## src/rtl/vga_port_feeder.sv

```systemverilog
`default_nettype none
// ============================================================================
// Module : vga_port_feeder
// Desc   : Snapshots BCD date/time/chrono fields on a refresh request and
//          streams them as nibble port writes (0x04-0x18) plus a 0x19
//          handshake. Optional macro VGA_FEEDER_SKIP_UNCHANGED_EN skips
//          writes whose data matches the last value sent.
// Rev    : 1.0
// ============================================================================

module vga_port_feeder #(
  parameter int unsigned GAP_CYCLES = 1
) (
  input  logic       reloj_nexys,
  input  logic       reset_total,
  input  logic       start,
  input  logic [7:0] agno,
  input  logic [7:0] messe,
  input  logic [7:0] giorno,
  input  logic [7:0] h_oro,
  input  logic [7:0] m_oro,
  input  logic [7:0] s_oro,
  input  logic [7:0] H_run,
  input  logic [7:0] M_run,
  input  logic [7:0] S_run,
  input  logic       tempo,
  input  logic       formatto,
  input  logic [2:0] dir_cursor,
  input  logic [7:0] direccion_prog,
  output logic       write_strobe,
  output logic [7:0] id_port,
  output logic [7:0] dato,
  output logic       busy,
  output logic       done
);

  typedef enum logic [1:0] {
    ST_IDLE = 2'd0,
    ST_SEND = 2'd1,
    ST_GAP  = 2'd2,
    ST_FIN  = 2'd3
  } state_t;

  localparam logic [4:0] c_LAST_IDX  = 5'd22;
  localparam logic [4:0] c_NIB_COUNT = 5'd18;
  localparam bit         c_HAS_GAP   = (GAP_CYCLES > 0);
  localparam logic [3:0] c_GAP_LAST  = 4'((GAP_CYCLES > 0) ? (GAP_CYCLES - 1) : 0);

  state_t      state_q, state_d;
  logic [4:0]  idx_q, idx_d;
  logic [3:0]  gap_q, gap_d;
  logic        pend_q, pend_d;

  logic [71:0] snap_time_q;
  logic        snap_tempo_q;
  logic        snap_fmt_q;
  logic [2:0]  snap_cur_q;
  logic [7:0]  snap_prog_q;

  logic        write_strobe_q;
  logic [7:0]  id_port_q;
  logic [7:0]  dato_q;
  logic        busy_q;
  logic        done_q;

  logic [71:0] w_shift;
  logic [7:0]  w_port;
  logic [7:0]  w_dato;
  logic        w_skip;
  logic        w_issue;
  logic        w_snap;

  // Current write's port/data, derived from the snapshot and the write index.
  assign w_shift = snap_time_q << {idx_q, 2'b00};

  always_comb begin
    w_port = 8'h19;
    w_dato = 8'h00;
    if (idx_q < c_NIB_COUNT) begin
      w_port = 8'h04 + {3'b000, idx_q};
      w_dato = {4'h0, w_shift[71:68]};
    end else begin
      case (idx_q)
        5'd18: begin
          w_port = 8'h16;
          w_dato = {3'b000, snap_tempo_q, 3'b000, snap_fmt_q};
        end
        5'd19: begin
          w_port = 8'h17;
          w_dato = {5'b00000, snap_cur_q};
        end
        5'd20: begin
          w_port = 8'h18;
          w_dato = snap_prog_q;
        end
        5'd21: begin
          w_port = 8'h19;
          w_dato = 8'h01;
        end
        default: begin
          w_port = 8'h19;
          w_dato = 8'h00;
        end
      endcase
    end
  end

`ifdef VGA_FEEDER_SKIP_UNCHANGED_EN
  localparam logic [4:0] c_LAST_SHADOW = 5'd20;

  logic [20:0][7:0] shadow_q;
  logic [20:0]      shadow_vld_q;
  logic             w_in_shadow;

  assign w_in_shadow = (idx_q <= c_LAST_SHADOW);
  assign w_skip      = (state_q == ST_SEND) && w_in_shadow &&
                       shadow_vld_q[idx_q] && (shadow_q[idx_q] == w_dato);

  always_ff @(posedge reloj_nexys) begin
    if (reset_total) begin
      shadow_q     <= '0;
      shadow_vld_q <= '0;
    end else if (w_issue && w_in_shadow) begin
      shadow_q[idx_q]     <= w_dato;
      shadow_vld_q[idx_q] <= 1'b1;
    end
  end
`else
  assign w_skip = 1'b0;
`endif

  assign w_issue = (state_q == ST_SEND) && !w_skip;

  always_comb begin
    state_d = state_q;
    idx_d   = idx_q;
    gap_d   = gap_q;
    pend_d  = pend_q;
    w_snap  = 1'b0;
    if ((state_q != ST_IDLE) && start) begin
      pend_d = 1'b1;
    end
    case (state_q)
      ST_IDLE: begin
        if (start) begin
          state_d = ST_SEND;
          idx_d   = 5'd0;
          w_snap  = 1'b1;
        end
      end
      ST_SEND: begin
        gap_d = 4'd0;
        if (c_HAS_GAP && !w_skip) begin
          state_d = ST_GAP;
        end else if (idx_q == c_LAST_IDX) begin
          state_d = ST_FIN;
        end else begin
          idx_d = idx_q + 5'd1;
        end
      end
      ST_GAP: begin
        if (gap_q == c_GAP_LAST) begin
          if (idx_q == c_LAST_IDX) begin
            state_d = ST_FIN;
          end else begin
            state_d = ST_SEND;
            idx_d   = idx_q + 5'd1;
          end
        end else begin
          gap_d = gap_q + 4'd1;
        end
      end
      default: begin
        // A request seen during (or pending from) the sequence chains directly.
        idx_d  = 5'd0;
        pend_d = 1'b0;
        if (pend_q || start) begin
          state_d = ST_SEND;
          w_snap  = 1'b1;
        end else begin
          state_d = ST_IDLE;
        end
      end
    endcase
  end

  always_ff @(posedge reloj_nexys) begin
    if (reset_total) begin
      state_q        <= ST_IDLE;
      idx_q          <= 5'd0;
      gap_q          <= 4'd0;
      pend_q         <= 1'b0;
      snap_time_q    <= '0;
      snap_tempo_q   <= 1'b0;
      snap_fmt_q     <= 1'b0;
      snap_cur_q     <= 3'd0;
      snap_prog_q    <= 8'h00;
      write_strobe_q <= 1'b0;
      id_port_q      <= 8'h00;
      dato_q         <= 8'h00;
      busy_q         <= 1'b0;
      done_q         <= 1'b0;
    end else begin
      state_q <= state_d;
      idx_q   <= idx_d;
      gap_q   <= gap_d;
      pend_q  <= pend_d;
      if (w_snap) begin
        snap_time_q  <= {agno, messe, giorno, h_oro, m_oro, s_oro, H_run, M_run, S_run};
        snap_tempo_q <= tempo;
        snap_fmt_q   <= formatto;
        snap_cur_q   <= dir_cursor;
        snap_prog_q  <= direccion_prog;
      end
      write_strobe_q <= w_issue;
      if (w_issue) begin
        id_port_q <= w_port;
        dato_q    <= w_dato;
      end
      busy_q <= (state_q != ST_IDLE);
      done_q <= (state_q == ST_FIN);
    end
  end

  assign write_strobe = write_strobe_q;
  assign id_port      = id_port_q;
  assign dato         = dato_q;
  assign busy         = busy_q;
  assign done         = done_q;

endmodule

`default_nettype wire
```

## config.mk

```make
export PLATFORM = sky130hd
export DESIGN_NAME = vga_port_feeder
export DESIGN_NICKNAME = d
export VERILOG_FILES = /design/src/rtl/vga_port_feeder.sv
export SDC_FILE = /design/constraint.sdc
export NUM_CORES = 1
export LEC_CHECK = 0
export CAP_MARGIN = 25
export CORE_ASPECT_RATIO = 0.5
export CORE_MARGIN = 2
export CORE_UTILIZATION = 35
export CTS_BUF_LIST = sky130_fd_sc_hd__clkbuf_2
export DETAILED_ROUTE_END_ITERATION = 8
export SETUP_SLACK_MARGIN = 0.15
export SLEW_MARGIN = 20
export SYNTH_ARGS = -nofsm -noshare
export SYNTH_HDL_FRONTEND = slang
export SYNTH_SLANG_ARGS = --single-unit
```

## constraint.sdc

```tcl
create_clock -name reloj_nexys -period 2.7 [get_ports reloj_nexys]
set_input_delay 0.54 -clock reloj_nexys [delete_from_list [all_inputs] [get_ports reloj_nexys]]
set_output_delay 0.54 -clock reloj_nexys [all_outputs]
set_load 0.005 [all_outputs]
```

# After elaboration in Yosys (flattened, before gate mapping)
# Index checks and enable logic that the tools add are counted.
[word_totals]
reg_bits = 116
in_bits = 88
out_inout_bits = 19
[op_classes]
addsub = 3
order_cmp = 1
eq_ne = 12
n_shift = 1
muxes = 18
bitwise_logic = 2
n_reduce_logical = 12
[op_table]
columns = ["cell", "n"]
rows = [
  ["72-bit by 7-bit << shifter with 72-bit output", 1],
  ["8-bit case mux with 4 select lines", 1],
  ["5-bit equality test (second input constant)", 5],
  ["8-bit two-way mux", 2],
  ["5-bit two-way mux", 3],
  ["5-bit case mux with 3 select lines", 1],
  ["4-bit case mux with 3 select lines", 1],
  ["2-bit inequality test (second input constant)", 4],
  ["4-bit case mux with 2 select lines", 1],
  ["3-bit by 5-bit adder with 6-bit output (first input constant)", 1],
  ["2-bit two-way mux", 3],
  ["2-bit case mux with 3 select lines", 1],
  ["5-bit by 1-bit adder with 5-bit output (second input constant)", 1],
  ["5-bit < comparator (second input constant)", 1],
  ["4-bit by 1-bit adder with 4-bit output (second input constant)", 1],
  ["2-bit equality test (second input constant)", 2],
  ["4-bit zero test", 1],
  ["4-bit two-way mux", 1],
  ["2-bit AND reduction", 2],
  ["4-bit AND reduction", 1],
  ["2-bit nonzero test", 2],
  ["2-bit OR reduction", 2],
  ["1-bit two-way mux", 3],
  ["3-bit OR reduction", 1],
  ["other kinds (6)", 7],
]

# Logic depth before layout (Yosys ltp)
[depth]
ltp_word = 4
ltp_mapped = 9
mapped_depth_nobuf = 6

# Worst setup path before layout
# No wires, ideal clock.
[synth_path]
path_kind = "register -> register"
from = "reg idx_q[2]"
to = "reg dato_q[2] (netlist: dato[2])"
setup_ns = 0.136
arrival_ns = 1.929
t_required_ns = 2.564
slack_ns = 0.635
stages_incl_launch_ff = 10
path_cell_list = "dfxtp_1 buf_6 buf_2 buf_2 inv_1 ha_1 o311a_1 and3_1 a2111oi_0 a211oi_1"
[synth_via]
elab_chain_len = 3
elab_cells_between_ends = 8
[synth_lines]
columns = ["element", "line_no", "source"]
rows = [
  ["start: declaration", "50", "logic [4:0] idx_q, idx_d;"],
  ["start signal: assignment", "205", "idx_q <= idx_d;"],
  ["parallel branches: the longest is 2 deep, another holds 72-bit by 7-bit << shifter with 72-bit output", "n/a", ""],
  ["8-bit two-way mux (*)", "79", "if (idx_q < c_NIB_COUNT) begin"],
  ["end signal: assignment", "218", "dato_q <= w_dato;"],
  ["end: declaration", "62", "logic [7:0] dato_q;"],
]
# Mark *: on every way between the ends.
# A chain may end at the register's enable or synchronous reset.

# Worst setup path after layout
# Same ends and word-level chain as after synthesis.

==> metrics.md <==
| Metric | Value |
|---|---|
| RePlAce Congestion | `0.862` |
| Number of register bits inferred by synthesis | `114` |
| Yosys Warn Count | `0` |
| Starting density of the core | `36.5%` |
| Area of the multi-input gates | `2510 um^2` |
| Power Density | `524 nW/um^2` |
| Share of synthesized registers carrying an async set or reset | `0%` |
| Share of the synthesized area in the top cell type | `45.3%` |
| Post-DR wirelength/cell | `14.6 um` |
| Final Critical Period | `2.15 ns` |
| Worst relative slew slack | `55.1%` |
| Arrival time worst endpoint | `2.68 ns` |
| Utilization after layout | `46.6%` |
| Number of H-tree levels | `4` |
| Placement Rows | `30` |
| Ys flop type | `dfxtp_1` |
| Final count of pins violating max slew | `0` |
| Count of endpoints failing hold in the final timing report | `0` |
| Final Routed Wirelength | `13,100 um` |
| Gr usage total | `17.3%` |
| Peak ir drop on the vdd network | `192 uV` |
| Setup Fix Bufs, Post-CTS | `0` |
| Dpl hpwl | `9000 um` |
| Number of buffers inserted during clock tree synthesis | `17` |
| Cell area after synthesis | `5040 um^2` |
| Maximum number of pins on one net before global-route repair | `86` |
| Area added between synthesis and finish | `27.6%` |
| Post-placement cell area | `6250 um^2` |
| Clock input transition at the sequential cells of the worst setup and hold paths | `0.16 ns` |
| Average cell area after synthesis | `8.23 um^2` |
| Clock root cell | `clkbuf_2` |
| Startpoint type of the worst setup path | `flop` |
| Number of failing setup endpoints in the final timing report | `0` |
| Hold Path Origin | `reset_total` |
| Clock tree from TritonCTS | `built` |
| Worst skew pair latency | `0.63 ns` |
| Post-Syn Instances | `613` |
| Static leakage | `0.00233 uW` |
| Via/cell ratio | `4.97` |
| Post-CTS resize count | `0` |
| Status | `finished, final reports clean` |
| TritonCTS sink count | `114` |
| Total negative slack for setup checks | `0 ns` |
| Area enclosed by the die boundary | `15,400 um^2` |
| First-pass iteration count of the detailed router | `5` |
| Share of the cycle needed by the critical path after routing | `79.5%` |
| Timing startpoint of the critical path | `idx_q[2]` |
| Residual overflow from global routing | `0` |
| Clk buf depth | `2` |
| Max-cap check violation count | `0` |
| Worst flop-to-flop path startpoint | `idx_q[2]` |
| Critical path capture point type | `flop` |
| Area of the core region | `13,800 um^2` |
| Layout Skew | `0.0307 ns` |
| WP data required | `3.23 ns` |
| Number of nets with antenna violations after routing | `0` |
| Number of distinct library cells after synthesis | `53` |
| Worst-margin pin slew | `0.674 ns` |
| DR vias | `4,461` |
| Die H | `88.9 um` |
| Fill cells | `1,395` |
| Most area-hungry cell type in the Yosys netlist | `dfxtp_1` |
| Number of nets in the layout | `795` |
| Port Buf Inserts | `104` |
| Number of buffers added to fix hold violations after cts | `0` |
| Final Instance Area | `6430 um^2` |
| Ports placed on the boundary | `107` |
| Setup repair after global routing missed its margin | `false` |
| Initial antenna violation count | `0` |
| Maximum clock frequency | `466 MHz` |
| Floorplan die width | `174 um` |
| Synth cell count leaders | `187 x nand2_1, 114 x dfxtp_1, 107 x a21oi_1` |
| Proportion of synthesized chip area in sequential cells | `45.3%` |
| Iteration-0 DRC count of the detailed router | `327` |
| Class of the most critical hold timing path | `in -> reg` |
| Area of all sequential standard cells | `2280 um^2` |
| CP Max Fanout | `10` |
| DRC violations left | `0` |
| Layout cell share with drive strength beyond 1 | `8.22%` |
| Inserted Diodes | `0` |
| Most repeated cell in the gate-level netlist after synthesis | `nand2_1` |
| Largest cells by area after synthesis | `dfxtp_1 45%, nand2_1 14%, a21oi_1 11%` |
| Class of the most critical setup path | `reg -> reg` |
| Wire length of the first global-routing pass | `20,800 um` |
| Via count of the first global-routing pass | `4,040` |
| Number of flops mapped to enable cells by yosys | `0` |
[cell usage in the layout, fill, tap and decap left out, drive strengths merged, types with 5 or more instances in the layout]
cell type / count
a211oi: 5
a22oi: 6
clkdlybuf4s50: 103
nand3: 11
nand2: 187
o21ai: 5
nor2b: 8
inv: 10
mux4: 14
ha: 9
a21oi: 107
dfxtp: 114
clkinv: 8
nor2: 19
clkbuf: 17
mux2i: 10
nand4: 6
buf: 15
[sequential cells by signal (all words and copies together) (netlist names)]
register and count:
busy 1, idx_q 5, gap_q 4, snap_cur_q 3, write_strobe 1, pend_q 1, snap_prog_q 8, done 1
snap_tempo_q 1, dato 8, id_port 6, state_q 2, snap_fmt_q 1, snap_time_q 72
[logic make-up (layout without fill, tap and decap cells)]
logic type      count (synthesis)  count (layout)  synth area share, %
xor+xnor                        1               1                0.174
other cells                     1               2               0.0744
fa+ha+maj                       9               9                 2.23
mux                            24              24                 8.31
compound gates                156             156                 18.1
simple gates                  245             245                 20.1
flops                         114             114                 45.3
buf+inv                        63             155                 5.73
[routing by layer]
layer  vias up  GRT usage [%]  wire length, um
met2       117           26.9             5780
met1      2067           24.4             6590
met3         9           4.08              663
met5         -              0                0
met4         0           4.35              110
li1       2268              -                -
[layout make-up]
class / instances / share of cell area (%)
multi-input combinational: 437 / 39.0
sequential: 114 / 35.5
timing repair buffer: 118 / 18.4
tap: 192 / 3.73
clock inverter: 10 / 1.52
clock buffer: 17 / 1.32
inverter: 10 / 0.583
[critical path, stage by stage, from the launching register on]
cell       delay (ns)
dfxtp_1          0.52
buf_4            0.27
ha_1             0.27
nand3_1          0.12
nor2_1           0.40
a2111oi_0        0.24
a211oi_1         0.24
[worst paths after layout]
path                endpoint  slack [ns]  depth (start not counted)
min             write_strobe        0.43                          2
max reg2reg          dato[2]        0.55                          6
max                  dato[2]        0.55                          6
min reg2reg  snap_time_q[14]        0.46                          2
[where the power goes]
group          total, uW  internal (uW)  switching, uW
combinational        528            268            260
sequential          1850           1790           61.9
clock                990            383            607
[per-stage QoR]
stage | hold WS [ns] | setup slack [ns] | power, uW | instances
after CTS | 0.380 | 0.571 | 3410 | 898
after detailed placement | 0.441 | 0.514 | 2420 | 871
after floorplan | 0.427 | 0.635 | 2170 | 614
final | 0.427 | 0.552 | 3370 | 898
after global routing | 0.385 | 0.336 | 3550 | 898
after global placement | 0.435 | 0.560 | 2420 | 871
Power figures use the tool's default switching activity.
